**src/rtl/ula_arbiter.sv**
```systemverilog
// Two-port round-robin arbiter and sequencer around a shared 32-bit ALU (ula).
// Optional opcode check is enabled with the ULA_ARB_OPCHECK_EN macro.

module ula #(
  parameter int WIDTH = 32
) (
  input  logic [WIDTH-1:0] a,
  input  logic [WIDTH-1:0] b,
  input  logic [2:0]       op,
  output logic [WIDTH-1:0] y,
  output logic             ov,
  output logic             zero,
  output logic             neg
);
  logic [WIDTH-1:0] bm;
  logic [WIDTH-1:0] sum;
  logic             ovf;

  // op[2] inverts B and injects carry-in, giving SUB, AND-NOT, OR-NOT and SLT
  always_comb begin
    bm  = op[2] ? ~b : b;
    sum = a + bm + {{(WIDTH-1){1'b0}}, op[2]};
    ovf = (a[WIDTH-1] ~^ bm[WIDTH-1]) & (a[WIDTH-1] ^ sum[WIDTH-1]);
    case (op[1:0])
      2'b00:   y = a & bm;
      2'b01:   y = a | bm;
      2'b10:   y = sum;
      default: y = {{(WIDTH-1){1'b0}}, sum[WIDTH-1] ^ ovf};
    endcase
    ov   = (op[1:0] == 2'b10) & ovf;
    zero = (y == '0);
    neg  = y[WIDTH-1];
  end
endmodule

module ula_arbiter #(
  parameter int WIDTH = 32
) (
  input  logic             clk,
  input  logic             rst,
  input  logic             req0,
  input  logic             req1,
  input  logic [WIDTH-1:0] a0,
  input  logic [WIDTH-1:0] b0,
  input  logic [WIDTH-1:0] a1,
  input  logic [WIDTH-1:0] b1,
  input  logic [2:0]       op0,
  input  logic [2:0]       op1,
  output logic             gnt0,
  output logic             gnt1,
  output logic             done0,
  output logic             done1,
  output logic [WIDTH-1:0] res,
  output logic             fov,
  output logic             fz,
  output logic             fn,
  output logic             err,
  output logic             busy
);
  typedef enum logic {IDLE, EXEC} state_t;

  state_t           state, state_nx;
  logic             load, finish, win;
  logic             owner, last;
  logic [WIDTH-1:0] a_r, b_r;
  logic [2:0]       op_r;
  logic [2:0]       ula_op;
  logic [WIDTH-1:0] ula_y, res_nx;
  logic             ula_ov, ula_z, ula_n;
  logic             fov_nx, fz_nx, fn_nx, err_nx;

  always_ff @(posedge clk) begin
    if (rst) state <= IDLE;
    else     state <= state_nx;
  end

  // On a tie the requester that did not win last time is chosen
  always_comb begin
    state_nx = state;
    load     = 1'b0;
    finish   = 1'b0;
    win      = 1'b0;
    case (state)
      IDLE: begin
        if (req0 || req1) begin
          load     = 1'b1;
          state_nx = EXEC;
          win      = (req0 && req1) ? ~last : req1;
        end
      end
      EXEC: begin
        finish   = 1'b1;
        state_nx = IDLE;
      end
      default: state_nx = IDLE;
    endcase
  end

`ifdef ULA_ARB_OPCHECK_EN
  logic illegal;
  always_comb begin
    illegal = (op_r == 3'b011);
    ula_op  = illegal ? 3'b000 : op_r;
    res_nx  = illegal ? '0 : ula_y;
    fov_nx  = illegal ? 1'b0 : ula_ov;
    fz_nx   = illegal ? 1'b1 : ula_z;
    fn_nx   = illegal ? 1'b0 : ula_n;
    err_nx  = illegal;
  end
`else
  always_comb begin
    ula_op = op_r;
    res_nx = ula_y;
    fov_nx = ula_ov;
    fz_nx  = ula_z;
    fn_nx  = ula_n;
    err_nx = 1'b0;
  end
`endif

  ula #(.WIDTH(WIDTH)) u_ula (
    .a    (a_r),
    .b    (b_r),
    .op   (ula_op),
    .y    (ula_y),
    .ov   (ula_ov),
    .zero (ula_z),
    .neg  (ula_n)
  );

  always_ff @(posedge clk) begin
    if (rst) begin
      gnt0  <= 1'b0;
      gnt1  <= 1'b0;
      done0 <= 1'b0;
      done1 <= 1'b0;
      res   <= '0;
      fov   <= 1'b0;
      fz    <= 1'b0;
      fn    <= 1'b0;
      err   <= 1'b0;
      owner <= 1'b0;
      last  <= 1'b1;
      a_r   <= '0;
      b_r   <= '0;
      op_r  <= 3'b000;
    end else begin
      gnt0  <= load & ~win;
      gnt1  <= load & win;
      done0 <= finish & ~owner;
      done1 <= finish & owner;
      if (load) begin
        a_r   <= win ? a1 : a0;
        b_r   <= win ? b1 : b0;
        op_r  <= win ? op1 : op0;
        owner <= win;
        last  <= win;
      end
      if (finish) begin
        res <= res_nx;
        fov <= fov_nx;
        fz  <= fz_nx;
        fn  <= fn_nx;
        err <= err_nx;
      end
    end
  end

  assign busy = (state == EXEC);
endmodule

```
**config.mk**
```make
export PLATFORM = sky130hd
export DESIGN_NAME = ula_arbiter
export DESIGN_NICKNAME = d
export VERILOG_FILES = /design/src/rtl/ula_arbiter.sv
export SDC_FILE = /design/constraint.sdc
export NUM_CORES = 1
export LEC_CHECK = 0
export ABC_AREA = 1
export BUFFER_PORTS_ARGS = -buffer_cell sky130_fd_sc_hd__buf_2
export CAP_MARGIN = 15
export CELL_PAD_IN_SITES_DETAIL_PLACEMENT = 1
export CELL_PAD_IN_SITES_GLOBAL_PLACEMENT = 2
export CORE_MARGIN = 2
export CORE_UTILIZATION = 30
export DETAILED_ROUTE_END_ITERATION = 10
export PLACE_DENSITY = 0.93
export SETUP_SLACK_MARGIN = 0.3
export SLEW_MARGIN = 20
export SYNTH_ARGS = -nofsm -noshare
export SYNTH_HDL_FRONTEND = slang
export SYNTH_SLANG_ARGS = --single-unit
```
**constraint.sdc**
```tcl
create_clock -name clk -period 10.7 [get_ports clk]
set_clock_uncertainty 0.2 [all_clocks]
set_input_delay 3.21 -clock clk [delete_from_list [all_inputs] [get_ports clk]]
set_output_delay 3.21 -clock clk [all_outputs]
set_load 0.1 [all_outputs]
```
## Word-level counts from Yosys, hierarchy flattened

Index checks and enable logic that the tools add are counted.

| word-level totals | value |
|---|---|
| register bits after elaboration | 109 |
| input bits | 138 |
| output and inout port bits | 41 |
| logic and storage cells | 50 |

| cells by class | value |
|---|---|
| add/sub/neg operators | 2 |
| equal/unequal tests | 2 |
| mux-type cells | 12 |
| bitwise gates (word level) | 16 |
| reductions and logical operators | 4 |

Operator list:

| operator | number |
|---|---|
| 32-bit two-way mux | 3 |
| 32-bit one-hot mux with 3 select lines | 1 |
| 32-bit by 1-bit adder with 32-bit output | 1 |
| 32-bit adder | 1 |
| 32-bit AND | 1 |
| 32-bit zero test | 1 |
| 32-bit NOT | 1 |
| 32-bit OR | 1 |
| 1-bit AND | 6 |
| 1-bit two-way mux | 6 |
| 1-bit NOT | 4 |
| 3-bit two-way mux | 1 |
| 2-bit by 1-bit equality test with 1-bit output (second input constant) | 1 |
| 2-bit equality test (second input constant) | 1 |
| 2-bit zero test | 1 |
| 1-bit one-hot mux with 2 select lines | 1 |
| 1-bit XOR | 2 |
| 1-bit logical AND | 1 |
| 1-bit logical OR | 1 |
| 1-bit XNOR | 1 |

## Logic depth before layout (Yosys ltp)

Gate-level depths: netlist of run 1.

| logic depth | value |
|---|---|
| depth after elaboration | 9 |
| gate-level depth with buffers | 29 |
| mapped depth without buffers | 27 |

## By module

From an unflattened synthesis of run 1, not the netlist that was laid out.

| second synthesis, totals | value |
|---|---|
| cells, all modules | 1530 |
| area total of the unflattened synthesis | 9156.3 µm² |

By module, submodules not included:

| module | instances | cells an instance | area an instance (µm²) | seq. area each (µm²) |
|---|---|---|---|---|
| ula_arbiter | 1 | 706 | 4926.0 | 2182.1 |
| ula | 1 | 824 | 4230.3 | 0.0 |

## Least setup slack after synthesis of run 1

OpenSTA, ideal clock, no wires.

| timing path | value |
|---|---|
| path type | flip-flop to output port |
| from | reg res[31] |
| to | out res[31] |
| data arrival time | 1369 ps |
| required time | 7290 ps |
| slack | 5921 ps |
| cell stages (with the launch flop) | 2 |
| path buffers | 1 |
| cell sequence | dfxtp_1 -> buf_4 |

RTL lines:

| element | line | source |
|---|---|---|
| start, declared | 53 | `output logic [WIDTH-1:0] res,` |
| start signal, assigned | 160 | `res <= res_nx;` |

No word-level cell between the ends.

## Final worst setup path of run 1

| timing path | value |
|---|---|
| from | in req1 |
| to | reg a_r[30] |

| between the ends | value |
|---|---|
| word-level cells in the longest chain between the ends | 5 |
| elaborated cells on any way between the ends | 8 |
| those cells by class | mux (6); reduce/logical (2) |

Ends and longest elaborated chain:

| element | line | source |
|---|---|---|
| start, declared | 42 | `input logic req1,` |
| 1-bit logical AND | 88 | `win = (req0 && req1) ? ~last : req1;` |
| 1-bit two-way mux | 88 |  |
| 1-bit two-way mux | 85 | `if (req0 \|\| req1) begin` |
| 1-bit two-way mux | 83 | `case (state)` |
| 32-bit two-way mux | 153 | `a_r <= win ? a1 : a0;` |
| end signal, assigned | 153 |  |
| end, declared | 65 | `logic [WIDTH-1:0] a_r, b_r;` |

Parallel ways exist; a longest one is shown, timed or not.
A chain may end at the register's enable or synchronous reset.

==> results.sh, run 1 <==
export IMPL_yosysWarnings=0
export IMPL_grt_setup_unrepaired="false"
export IMPL_power_density_mw_per_mm2=149
export IMPL_synthArstFlopShare=0
export IMPL_die_height_microns=170
export IMPL_critPathSlowestCell="sky130_fd_sc_hd__clkinv_1"
export IMPL_post_synth_fa_ha_maj_area_fraction=0.102
export IMPL_setup_viol=0
export IMPL_antenna_violating_nets_post_route=0
export IMPL_timing_final_crit_share=0.512
export IMPL_placement_io_buffers=177
export IMPL_clk_transition_reported_paths_ps=80
export IMPL_placedInstanceArea_sq_mm=0.00937
export IMPL_post_layout_minimum_cycle_time_ps=5480
export IMPL_wire_length_of_the_first_global_routing_pass_microns=47900
export IMPL_ys_seq_elements=108
export IMPL_synth_compound_gate_area_share=0.128
export IMPL_fp_dieArea_sq_mm=0.0288
export IMPL_ioPinCount=179
export IMPL_ctsResizeCount=0
export IMPL_grt_usage=0.211
export IMPL_relSlewSlack=0.277
export IMPL_combinationalPowerShare=0.435
export IMPL_max_freq_ghz=0.183
export IMPL_drv_slew=0
export IMPL_cts_buffers=9
export IMPL_route_final_wire_length_microns=30100
export IMPL_timing_critical_path_arrival_ps=5520
export IMPL_utilization=0.358
export IMPL_area_delta_synth_final_pct=17.4
export IMPL_layout_cells_non_filler=1836
export IMPL_critPathMaxFanout=47
export IMPL_leakagePower_nw=5.29
export IMPL_grt_start_max_net_pins=68
export IMPL_number_of_distinct_library_cell_variants_in_the_gate_level_netlist_after_synthesis=40
export IMPL_post_synth_main_area_contributors="sky130_fd_sc_hd__dfxtp_1 (26%), sky130_fd_sc_hd__nand2_1 (19%), sky130_fd_sc_hd__inv_1 (12%), sky130_fd_sc_hd__ha_1 (9.7%), sky130_fd_sc_hd__nor2_1 (5.9%)"
export IMPL_netlist_area_sq_mm=0.00823
export IMPL_route_detailed_drc=0
export IMPL_antenna_violations_before_repair=0
export IMPL_crit_path_largest_cell_delay_ps=980
export IMPL_synth_largest_area_cell="sky130_fd_sc_hd__dfxtp_1"
export IMPL_detailedRoute_firstPassIterationCount=5
export IMPL_top_ff_cell_synth="sky130_fd_sc_hd__dfxtp_1"
export IMPL_tritoncts="done"
export IMPL_fraction_of_synthesized_cell_area_in_xor_and_xnor_cells=0.0351
export IMPL_drtIter0Drc=456
export IMPL_synth_simple_gate_area_frac=0.325
export IMPL_fin_setup_tns_ps=0
export IMPL_total_instance_count_after_detailed_placement=1820
export IMPL_status="finished, final reports clean"
export IMPL_place_worst_setup_slack_ps=4860
export IMPL_die_x_microns=170
export IMPL_final_design_area_no_fill_sq_mm=0.00966
export IMPL_viasPerCell=4.84
export IMPL_insertion_delay_ps=360
export IMPL_first_global_vias=9020
export IMPL_post_dp_hpwl_microns=24400
export IMPL_sequentialPowerShare=0.330
export IMPL_overflow=0
export IMPL_synth_top_cell_area_share=0.263
export IMPL_place_congestion=0.896
export IMPL_timing_critical_path_cells="buf_2 > o21ai_4 > buf_4 > clkinv_1 > o211ai_1 > inv_1"
export IMPL_placeable_core_area_sq_mm=0.0270
export IMPL_cts_htree_levels=3
export IMPL_post_synth_cell_area_avg_sq_um=6.09
export IMPL_syn_inst=1350
export IMPL_num_nets_final=1694
export IMPL_cts_buffer_depth=2
export IMPL_cts_sink_count=108
export IMPL_num_antenna_cells=0
export IMPL_cts_hold_buffers_added=0
export IMPL_cts_root_buffer="sky130_fd_sc_hd__clkbuf_16"
export IMPL_drive_above_1_share=0.147
export IMPL_min_delay_path_class="flop to flop"
export IMPL_critPathCaptureType="flop"
export IMPL_netSwitchingFraction=0.452
export IMPL_critPathRequiredTime_ps=10750
export IMPL_wire_per_inst_microns=16.4
export IMPL_vdd_ir_drop_worst_mv=0.0831
export IMPL_synth_edff_count=0
export IMPL_critical_path_class="primary input to flop"
export IMPL_start_util=0.305
export IMPL_power_clock_fraction=0.234
export IMPL_cts_setup_buffers=0
export IMPL_net_switching_power_w=0.000649
export IMPL_postSynthNetCount=1554
export IMPL_postLayoutSetupSlackWorst_ps=5220
export IMPL_seq_area_frac_synth=0.263
export IMPL_worst_slew_pin_slew_ps=1080
export IMPL_startpoint_type="primary input"
export IMPL_detailroute_via_count=8879
export IMPL_std_cell_rows=60
export IMPL_yosys_mux_area_fraction=0
export IMPL_maxCapViolCount=0
export IMPL_p_int_w=0.000788
export IMPL_hold_violations=0
export IMPL_synth_top_family_by_area="simple AND/OR/NAND/NOR gates"
## cells in the mapped netlist, drive strengths merged (2+ instances only)
library cell  instances
o21ai                29
inv                 258
xnor2                32
a31oi                43
clkinv                3
nor2                132
o21bai                6
o22ai                26
nand4                 8
nand3                76
ha                   64
nand3b                6
buf                  23
a221oi               14
nor3                  6
nand2               429
dfxtp               108
clkbuf               30
o211ai               21
fa                    2
or2                   3
a21oi                24
## power by group through the flow
stage	Clock [W]	Sequential (W)	Combinational, W
floorplan	0	0.000554	0.000365
global placement	0	0.000483	0.000606
detailed placement	0	0.000484	0.000620
CTS	0.000344	0.000475	0.000623
global route	0.000356	0.000480	0.000695
finish	0.000337	0.000475	0.000625
## placed cells by master (no fill, tap or decap), drive strengths merged, types with 21 or more instances in the layout
| cell type | synthesis | final |
|---|---|---|
| inv | 258 | 262 |
| a21oi | 24 | 24 |
| ha | 64 | 64 |
| a31oi | 43 | 43 |
| nor2 | 132 | 132 |
| nand2 | 429 | 429 |
| nand3 | 76 | 76 |
| dfxtp | 108 | 108 |
| o21ai | 29 | 29 |
| o22ai | 26 | 26 |
| xnor2 | 32 | 32 |
| o211ai | 21 | 21 |
| buf | 23 | 182 |
## metal layers
layer	wire length, microns	up-vias	GRT usage
met5	0	-	0
met4	440	0	0.0450
li1	-	4465	-
met1	15000	4164	0.303
met3	1250	25	0.0208
met2	13400	225	0.343
## final timing paths
kind | from | to | slack (ps) | cells after the start
worst max-delay path | req1 | a_r[30]$_SDFFE_PP0P_ | 5220 | 6
worst min-delay path | owner$_SDFFE_PP0P_ | done0$_SDFF_PP0_ | 240 | 1
worst max register to register | op_r[2]$_SDFFE_PP0P_ | fz$_SDFFE_PP0P_ | 5330 | 24
worst min register to register | owner$_SDFFE_PP0P_ | done0$_SDFF_PP0_ | 240 | 1
## cell families (layout without fill, tap and decap cells)
| logic type | count (synthesis) | in the layout |
|---|---|---|
| DFF | 108 | 108 |
| buffers and inverters | 314 | 459 |
| AOI/OAI and AO/OA | 166 | 166 |
| and+or+nand+nor | 662 | 662 |
| other | 1 | 1 |
| xor gates and xnor gates | 33 | 33 |
| adders and majority gates | 66 | 66 |
## through the flow
step	hold slack (ps)	power, W
3_3_place_gp	211	0.00109
5_1_grt	278	0.00153
2_1_floorplan	202	0.000919
6_report	243	0.00144
3_5_place_dp	229	0.00110
4_1_cts	243	0.00144
## flip-flops by register name, summed over array words and instances, names as in the netlist, 3 cells and up
register / flops
op_r: 3
b_r: 32
res: 32
a_r: 32
## cell type report
class / instances / area, sq um
multi-input combinational: 928 / 4880
inverter: 261 / 981
timing repair buffer: 182 / 923
clock inverter: 6 / 53.8
sequential: 108 / 2160
clock buffer: 10 / 229
fill: 3606 / 17300
tap: 341 / 427
## critical path: cells and delay by family
kind	cells	cell delay, ps
buf+inv	4	1620
compound gates	2	650
(Power assumes the default switching activity.)
==> run 2: changes to the inputs <==
- ABC_AREA: 1 -> 0
- CORE_UTILIZATION: 30 -> 28
- PLACE_DENSITY: 0.93 -> 0.86
- clock period: 10.7 -> 4.5 ns (I/O delays scaled with it)
==> run 2 against run 1 <==
Against the previous run:
- the flow now finishes with violations (setup timing)
- cell area up 12%
- critical endpoint is now fz$_SDFFE_PP0P_
- global-route usage is 0.61 points lower
- die area down 4.1%
- sequential share of layout area is 2.4 points lower
- area after synthesis fell by 11%
- flip-flop and latch count is the same
- critical path type is now flop to flop
- register-to-register slack got worse by 6300 ps
- total power grew to 2.7 times the previous value
==> results.sh, run 2 <==
export IMPL_synthArstFlopShare=0
export IMPL_drive_above_1_share=0.381
export IMPL_totalPowerFinal_w=0.00394
export IMPL_grt_setup_unrepaired="true"
export IMPL_yosysWarnings=0
export IMPL_top_ff_cell_synth="sky130_fd_sc_hd__dfxtp_1"
export IMPL_critPathSlowestCell="sky130_fd_sc_hd__or4b_1"
export IMPL_postSynthNetCount=1126
export IMPL_whs_ps=272
export IMPL_critPathRequiredTime_ps=4610
export IMPL_cpLargestDelayFamily="simple AND/OR/NAND/NOR gates"
export IMPL_area_occupied_by_multi_input_gates_sq_mm=0.00518
export IMPL_hold_violations=0
export IMPL_drv_slew=0
export IMPL_die_x_microns=166
export IMPL_die_height_microns=166
export IMPL_most_common_layout_cells="sky130_fd_sc_hd__buf_2 (176), sky130_fd_sc_hd__buf_4 (154), sky130_fd_sc_hd__dfxtp_1 (106)"
export IMPL_status="finished with violations"
export IMPL_synth_edff_count=0
export IMPL_insertion_delay_ps=360
export IMPL_postLayoutSetupSlackWorst_ps=-1000
export IMPL_place_worst_setup_slack_ps=-1270
export IMPL_synth_top_cell_area_share=0.294
export IMPL_area_of_all_sequential_standard_cells_sq_mm=0.00217
export IMPL_post_dp_hpwl_microns=20800
export IMPL_post_synth_cell_area_avg_sq_um=7.98
export IMPL_vdd_ir_drop_worst_mv=0.155
export IMPL_grt_start_max_net_pins=66
export IMPL_cts_buffers=9
export IMPL_power_density_mw_per_mm2=364
export IMPL_synth_largest_area_cell="sky130_fd_sc_hd__dfxtp_1"
export IMPL_critPathMaxFanout=6
export IMPL_worst_slew_pin_slew_ps=883
export IMPL_drtIter0Drc=427
export IMPL_post_synth_most_frequent_cells="sky130_fd_sc_hd__dfxtp_1 (108), sky130_fd_sc_hd__nand2_1 (101), sky130_fd_sc_hd__a21oi_1 (95), sky130_fd_sc_hd__inv_1 (77), sky130_fd_sc_hd__nor2_1 (68)"
export IMPL_min_delay_path_class="flop to flop"
export IMPL_wire_per_inst_microns=18.5
export IMPL_post_synth_main_area_contributors="sky130_fd_sc_hd__dfxtp_1 (29%), sky130_fd_sc_hd__ha_1 (11%), sky130_fd_sc_hd__a21oi_1 (6.5%), sky130_fd_sc_hd__a22oi_1 (6.0%), sky130_fd_sc_hd__nand2_1 (5.2%)"
export IMPL_tritoncts="done"
export IMPL_grt_usage=0.205
export IMPL_crit_path_largest_cell_delay_ps=550
export IMPL_detailedRoute_firstPassIterationCount=6
export IMPL_area_delta_synth_final_pct=47.1
export IMPL_layout_cells_most_common="sky130_fd_sc_hd__buf_2"
export IMPL_cts_htree_levels=3
export IMPL_place_congestion=0.854
export IMPL_num_antenna_cells=0
export IMPL_viasPerCell=5.02
export IMPL_reg_top3="a_r: 32 flops, b_r: 32 flops, res: 32 flops"
export IMPL_startpoint_type="flop"
export IMPL_fillerInstances=3108
export IMPL_ys_seq_elements=108
export IMPL_critical_path_class="flop to flop"
export IMPL_antenna_violations_before_repair=0
export IMPL_ioPinCount=179
export IMPL_netlist_area_sq_mm=0.00736
export IMPL_number_of_distinct_library_cell_variants_in_the_gate_level_netlist_after_synthesis=62
export IMPL_post_layout_minimum_cycle_time_ps=5500
export IMPL_antenna_violating_nets_post_route=0
export IMPL_timing_critical_path_arrival_ps=5620
export IMPL_clk_transition_reported_paths_ps=80
export IMPL_crit_buf_inv=3
export IMPL_placeable_core_area_sq_mm=0.0259
export IMPL_worst_r2r_cell_count=25
export IMPL_wire_length_of_the_first_global_routing_pass_microns=45500
export IMPL_cts_buffer_depth=2
export IMPL_start_util=0.284
export IMPL_timing_final_crit_share=1.22
export IMPL_std_cell_rows=59
export IMPL_layout_cells_non_filler=1569
export IMPL_cts_sink_count=108
export IMPL_hold_depth=1
export IMPL_critPathCaptureType="flop"
export IMPL_cts_root_buffer="sky130_fd_sc_hd__clkbuf_16"
export IMPL_detailroute_via_count=7874
export IMPL_syn_inst=922
export IMPL_route_final_wire_length_microns=29100
export IMPL_synth_most_common_cell="sky130_fd_sc_hd__dfxtp_1"
export IMPL_fp_dieArea_sq_mm=0.0276
export IMPL_num_nets_final=1434
export IMPL_seq_area_frac_synth=0.294
export IMPL_maxCapViolCount=0
export IMPL_max_freq_ghz=0.182
export IMPL_fin_setup_tns_ps=-1850
export IMPL_setup_viol=3
export IMPL_overflow=0
export IMPL_relSlewSlack=0.410
export IMPL_failed_checks="setup timing"
export IMPL_first_global_vias=8338
export IMPL_leakagePower_nw=4.91
export IMPL_placement_io_buffers=177
export IMPL_crit_cells=25
export IMPL_total_instance_count_after_detailed_placement=1508
export IMPL_route_detailed_drc=0
[run 2: area by class of cell]
cell class,count,area share
clock buffer,11,0.0224
clock inverter,4,0.00682
inverter,77,0.0267
tap,335,0.0387
sequential,108,0.200
timing repair buffer,362,0.227
multi-input combinational,672,0.478
[run 2: cell families (layout without fill, tap and decap cells)]
group                      count (synthesis)  count (layout)  share of synthesized area
DFF                                      108             108                      0.294
xor gates and xnor gates                  61              61                     0.0726
and+or+nand+nor                          220             220                      0.133
AOI/OAI and AO/OA                        293             293                      0.265
adders and majority gates                 66              66                      0.114
muxes                                     31              31                     0.0444
other                                      1               1                   0.000510
buffers and inverters                    142             454                     0.0765
[run 2: layer usage]
layer / track usage / part of all wire
met5: 0 / 0
met4: 0.0560 / 0.022
met3: 0.0329 / 0.042
met2: 0.351 / 0.48
met1: 0.268 / 0.45
[run 2: what timing repair did]
item | CTS | global route
buffers inserted | 31 | 14
hold buffers | 0 | 0
gates resized for setup | 70 | 49
cloned | 1 | 0
pin swaps | 30 | 18
setup endpoints to repair | 4 | 10
[run 2: metrics by stage]
step                      instance area, sq um  utilization
after detailed placement                  9520        0.367
after floorplan                           7410            -
after CTS                                10500        0.405
final                                    10800        0.418
after global routing                     10800        0.418
after global placement                    9520        0.367
[run 2: where the power goes]
| group | internal [W] | switching, W | total [W] |
|---|---|---|---|
| combinational | 0.000835 | 0.00110 | 0.00194 |
| sequential | 0.00104 | 0.0000759 | 0.00112 |
| clock | 0.000501 | 0.000382 | 0.000883 |
| total | 0.00238 | 0.00156 | 0.00394 |
[run 2: final timing paths]
kind                            slack [ps]                 start                to
worst min register to register         270    owner$_SDFFE_PP0P_  done0$_SDFF_PP0_
worst max register to register       -1000  op_r[2]$_SDFFE_PP0P_   fz$_SDFFE_PP0P_
worst min-delay path                   270    owner$_SDFFE_PP0P_  done0$_SDFF_PP0_
worst max-delay path                 -1000  op_r[2]$_SDFFE_PP0P_   fz$_SDFFE_PP0P_
==> run 3: changes to the inputs <==
==> constraint.sdc (replaced) <==
create_clock -name clk -period 4.5 [get_ports clk]
set_clock_uncertainty 0.2 [all_clocks]
set_input_delay 0 -clock clk [delete_from_list [all_inputs] [get_ports clk]]
set_output_delay 0 -clock clk [all_outputs]
set_load 0.1 [all_outputs]
==> run 3 against run 2 <==
Against the previous run:
- the flow still finishes with violations (setup timing)
- fmax grew 3.0%
- routed wire length grew 4.8%
- sequential share of layout area shrank 1.8 points
- global-route usage up 1.2 points
- utilization increased by 4.1 points
- count of clock-buffer cells in the layout is 2 lower
- register-to-register slack better by 160 ps
- total power shrank 1.2%
- via count rose by 7.1%
- worst hold slack lost 180 ps
- first-iteration DRC count rose by 6.1%
- critical path type unchanged
==> results.sh, run 3 (synthesized netlist as in run 2, its figures left out) <==
export IMPL_hold_violations=0
export IMPL_layout_cells_most_common="sky130_fd_sc_hd__buf_2"
export IMPL_status="finished with violations"
export IMPL_start_util=0.284
export IMPL_failed_checks="setup timing"
export IMPL_maxCapViolCount=0
export IMPL_drive_above_1_share=0.327
export IMPL_drv_slew=0
export IMPL_regToRegEndpoint="fz$_SDFFE_PP0P_"
export IMPL_timing_critical_path_arrival_ps=5470
export IMPL_hold_path_startpoint="req0"
export IMPL_post_layout_minimum_cycle_time_ps=5350
export IMPL_reg_top3="a_r: 32 flops, b_r: 32 flops, res: 32 flops"
export IMPL_setup_viol=1
export IMPL_route_detailed_drc=0
export IMPL_most_common_layout_cells="sky130_fd_sc_hd__buf_2 (176), sky130_fd_sc_hd__buf_4 (155), sky130_fd_sc_hd__dlygate4sd3_1 (136)"
export IMPL_route_final_wire_length_microns=30500
export IMPL_critPathCaptureType="flop"
export IMPL_worst_r2r_cell_count=26
export IMPL_wire_length_of_the_first_global_routing_pass_microns=48200
export IMPL_critPathRequiredTime_ps=4620
export IMPL_power_density_mw_per_mm2=327
export IMPL_die_height_microns=166
export IMPL_placedInstanceArea_sq_mm=0.00951
export IMPL_r2r_setup_slack_ps=-850
export IMPL_drtIter0Drc=453
export IMPL_area_of_all_sequential_standard_cells_sq_mm=0.00217
export IMPL_cts_sink_count=108
export IMPL_detailroute_via_count=8433
export IMPL_area_delta_synth_final_pct=61.5
export IMPL_antenna_violating_nets_post_route=0
export IMPL_placeable_core_area_sq_mm=0.0259
export IMPL_cts_buffers=9
export IMPL_grt_start_max_net_pins=72
export IMPL_timing_hold_worst_endpoint="a_r[29]$_SDFFE_PP0P_"
export IMPL_vdd_ir_drop_worst_mv=0.171
export IMPL_post_dp_hpwl_microns=20400
export IMPL_grt_usage=0.217
export IMPL_place_congestion=0.865
export IMPL_worst_slew_pin_slew_ps=897
export IMPL_timing_final_crit_share=1.19
export IMPL_first_global_vias=8951
export IMPL_num_antenna_cells=0
export IMPL_startpoint_type="flop"
export IMPL_overflow=0
export IMPL_min_delay_path_class="primary input to flop"
export IMPL_postLayoutSetupSlackWorst_ps=-847
export IMPL_num_nets_final=1547
export IMPL_std_cell_rows=59
export IMPL_antenna_violations_before_repair=0
export IMPL_viasPerCell=5.01
export IMPL_area_occupied_by_multi_input_gates_sq_mm=0.00519
export IMPL_max_freq_ghz=0.187
export IMPL_tritoncts="done"
export IMPL_critPathMaxFanout=7
export IMPL_cts_buffer_depth=2
export IMPL_relSlewSlack=0.402
export IMPL_clk_transition_reported_paths_ps=80
export IMPL_wire_per_inst_microns=18.1
export IMPL_cts_htree_levels=3
export IMPL_fp_dieArea_sq_mm=0.0276
export IMPL_fillerInstances=3100
export IMPL_leakagePower_nw=5.40
export IMPL_worstReg2RegStart="op_r[2]$_SDFFE_PP0P_"
export IMPL_ioPinCount=179
export IMPL_detailedRoute_firstPassIterationCount=4
export IMPL_placement_io_buffers=177
export IMPL_grt_setup_unrepaired="true"
export IMPL_die_x_microns=166
export IMPL_cts_root_buffer="sky130_fd_sc_hd__clkbuf_16"
export IMPL_final_design_area_no_fill_sq_mm=0.0119
export IMPL_hold_depth=5
export IMPL_totalPowerFinal_w=0.00389
export IMPL_insertion_delay_ps=370
export IMPL_critical_path_class="flop to flop"
export IMPL_place_worst_setup_slack_ps=-1180
==> run 3: changes by cell type in the layout (fill, tap and decap cells not counted), moves of 3 or more <==
cell	previous run	this run
sky130_fd_sc_hd__dlygate4sd3_1	0	136
sky130_fd_sc_hd__buf_6	26	3
sky130_fd_sc_hd__inv_1	71	75
sky130_fd_sc_hd__inv_2	6	2
sky130_fd_sc_hd__a21oi_2	18	15
sky130_fd_sc_hd__a21oi_4	0	3
sky130_fd_sc_hd__clkinvlp_4	0	3
sky130_fd_sc_hd__ha_4	11	14
==> run 3: worst max path at each step <==
stage                              start         endpoint  slack, ps  cells past startpoint
global placement    op_r[2]$_SDFFE_PP0P_  fz$_SDFFE_PP0P_      -1010                     25
global route        op_r[2]$_SDFFE_PP0P_  fz$_SDFFE_PP0P_      -1120                     26
CTS                 op_r[2]$_SDFFE_PP0P_  fz$_SDFFE_PP0P_       -810                     25
detailed placement  op_r[2]$_SDFFE_PP0P_  fz$_SDFFE_PP0P_      -1180                     25
finish              op_r[2]$_SDFFE_PP0P_  fz$_SDFFE_PP0P_       -850                     26
floorplan           op_r[2]$_SDFFE_PP0P_  fz$_SDFFE_PP0P_       -840                     26
==> run 3: final cells by class <==
| cell class | instances | area share |
|---|---|---|
| tap | 335 | 0.0353 |
| clock buffer | 9 | 0.0190 |
| timing repair buffer | 475 | 0.298 |
| sequential | 108 | 0.183 |
| inverter | 77 | 0.0243 |
| clock inverter | 6 | 0.00348 |
| multi-input combinational | 672 | 0.437 |
==> run 3: routing by layer <==
metal	vias up	GRT usage	wire length (microns)	part of all wire
met5	-	0	0	0
met3	39	0.0236	1180	0.039
met4	0	0.0741	694	0.023
li1	4052	-	-	-
met2	206	0.375	15000	0.49
met1	4136	0.282	13700	0.45
==> run 3: worst max-delay path, stage by stage, from the launching register on <==
cell	delay (ps)
sky130_fd_sc_hd__dfxtp_4	410
sky130_fd_sc_hd__buf_12	180
sky130_fd_sc_hd__buf_12	160
sky130_fd_sc_hd__xor2_2	160
sky130_fd_sc_hd__inv_1	90
sky130_fd_sc_hd__ha_4	240
sky130_fd_sc_hd__a21oi_4	140
sky130_fd_sc_hd__buf_4	130
sky130_fd_sc_hd__o211ai_1	100
sky130_fd_sc_hd__a21oi_2	240
sky130_fd_sc_hd__a211oi_4	80
sky130_fd_sc_hd__o211a_1	230
sky130_fd_sc_hd__o21a_1	200
sky130_fd_sc_hd__nor2_2	100
sky130_fd_sc_hd__nor2b_1	60
sky130_fd_sc_hd__o21ai_1	110
sky130_fd_sc_hd__nand2_1	80
sky130_fd_sc_hd__fa_2	420
sky130_fd_sc_hd__mux2i_1	150
sky130_fd_sc_hd__o22ai_1	100
sky130_fd_sc_hd__or4b_1	590
sky130_fd_sc_hd__a2111oi_2	220
sky130_fd_sc_hd__and4_1	240
sky130_fd_sc_hd__nand4_1	100
sky130_fd_sc_hd__nor4b_2	230
sky130_fd_sc_hd__and4b_1	210
sky130_fd_sc_hd__a31o_1	130
==> run 3: power by group <==
group          internal, W  switching (W)  total, W
Clock             0.000374       0.000409  0.000783
Combinational     0.000889        0.00110   0.00198
Sequential         0.00104      0.0000823   0.00112
Total              0.00230        0.00159   0.00389
==> run 3: metrics by stage <==
stage,instances,utilization,hold WS [ps],TNS (ps)
6_report,1682,0.458,88.0,-847
5_1_grt,1682,0.458,119,-1120
4_1_cts,1675,0.446,71.4,-811
3_5_place_dp,1507,0.367,51.1,-1180
3_3_place_gp,1507,0.367,46.5,-1010
2_1_floorplan,922,-,-59.5,-838
==> run 3: what timing repair did <==
item,4_1_cts,5_1_grt
setup endpoints to repair,4,6
cloned,1,0
setup buffers,16,7
pin swaps,24,10
hold buffers,136,0
gates resized for setup,48,39
hold endpoints to repair,84,0
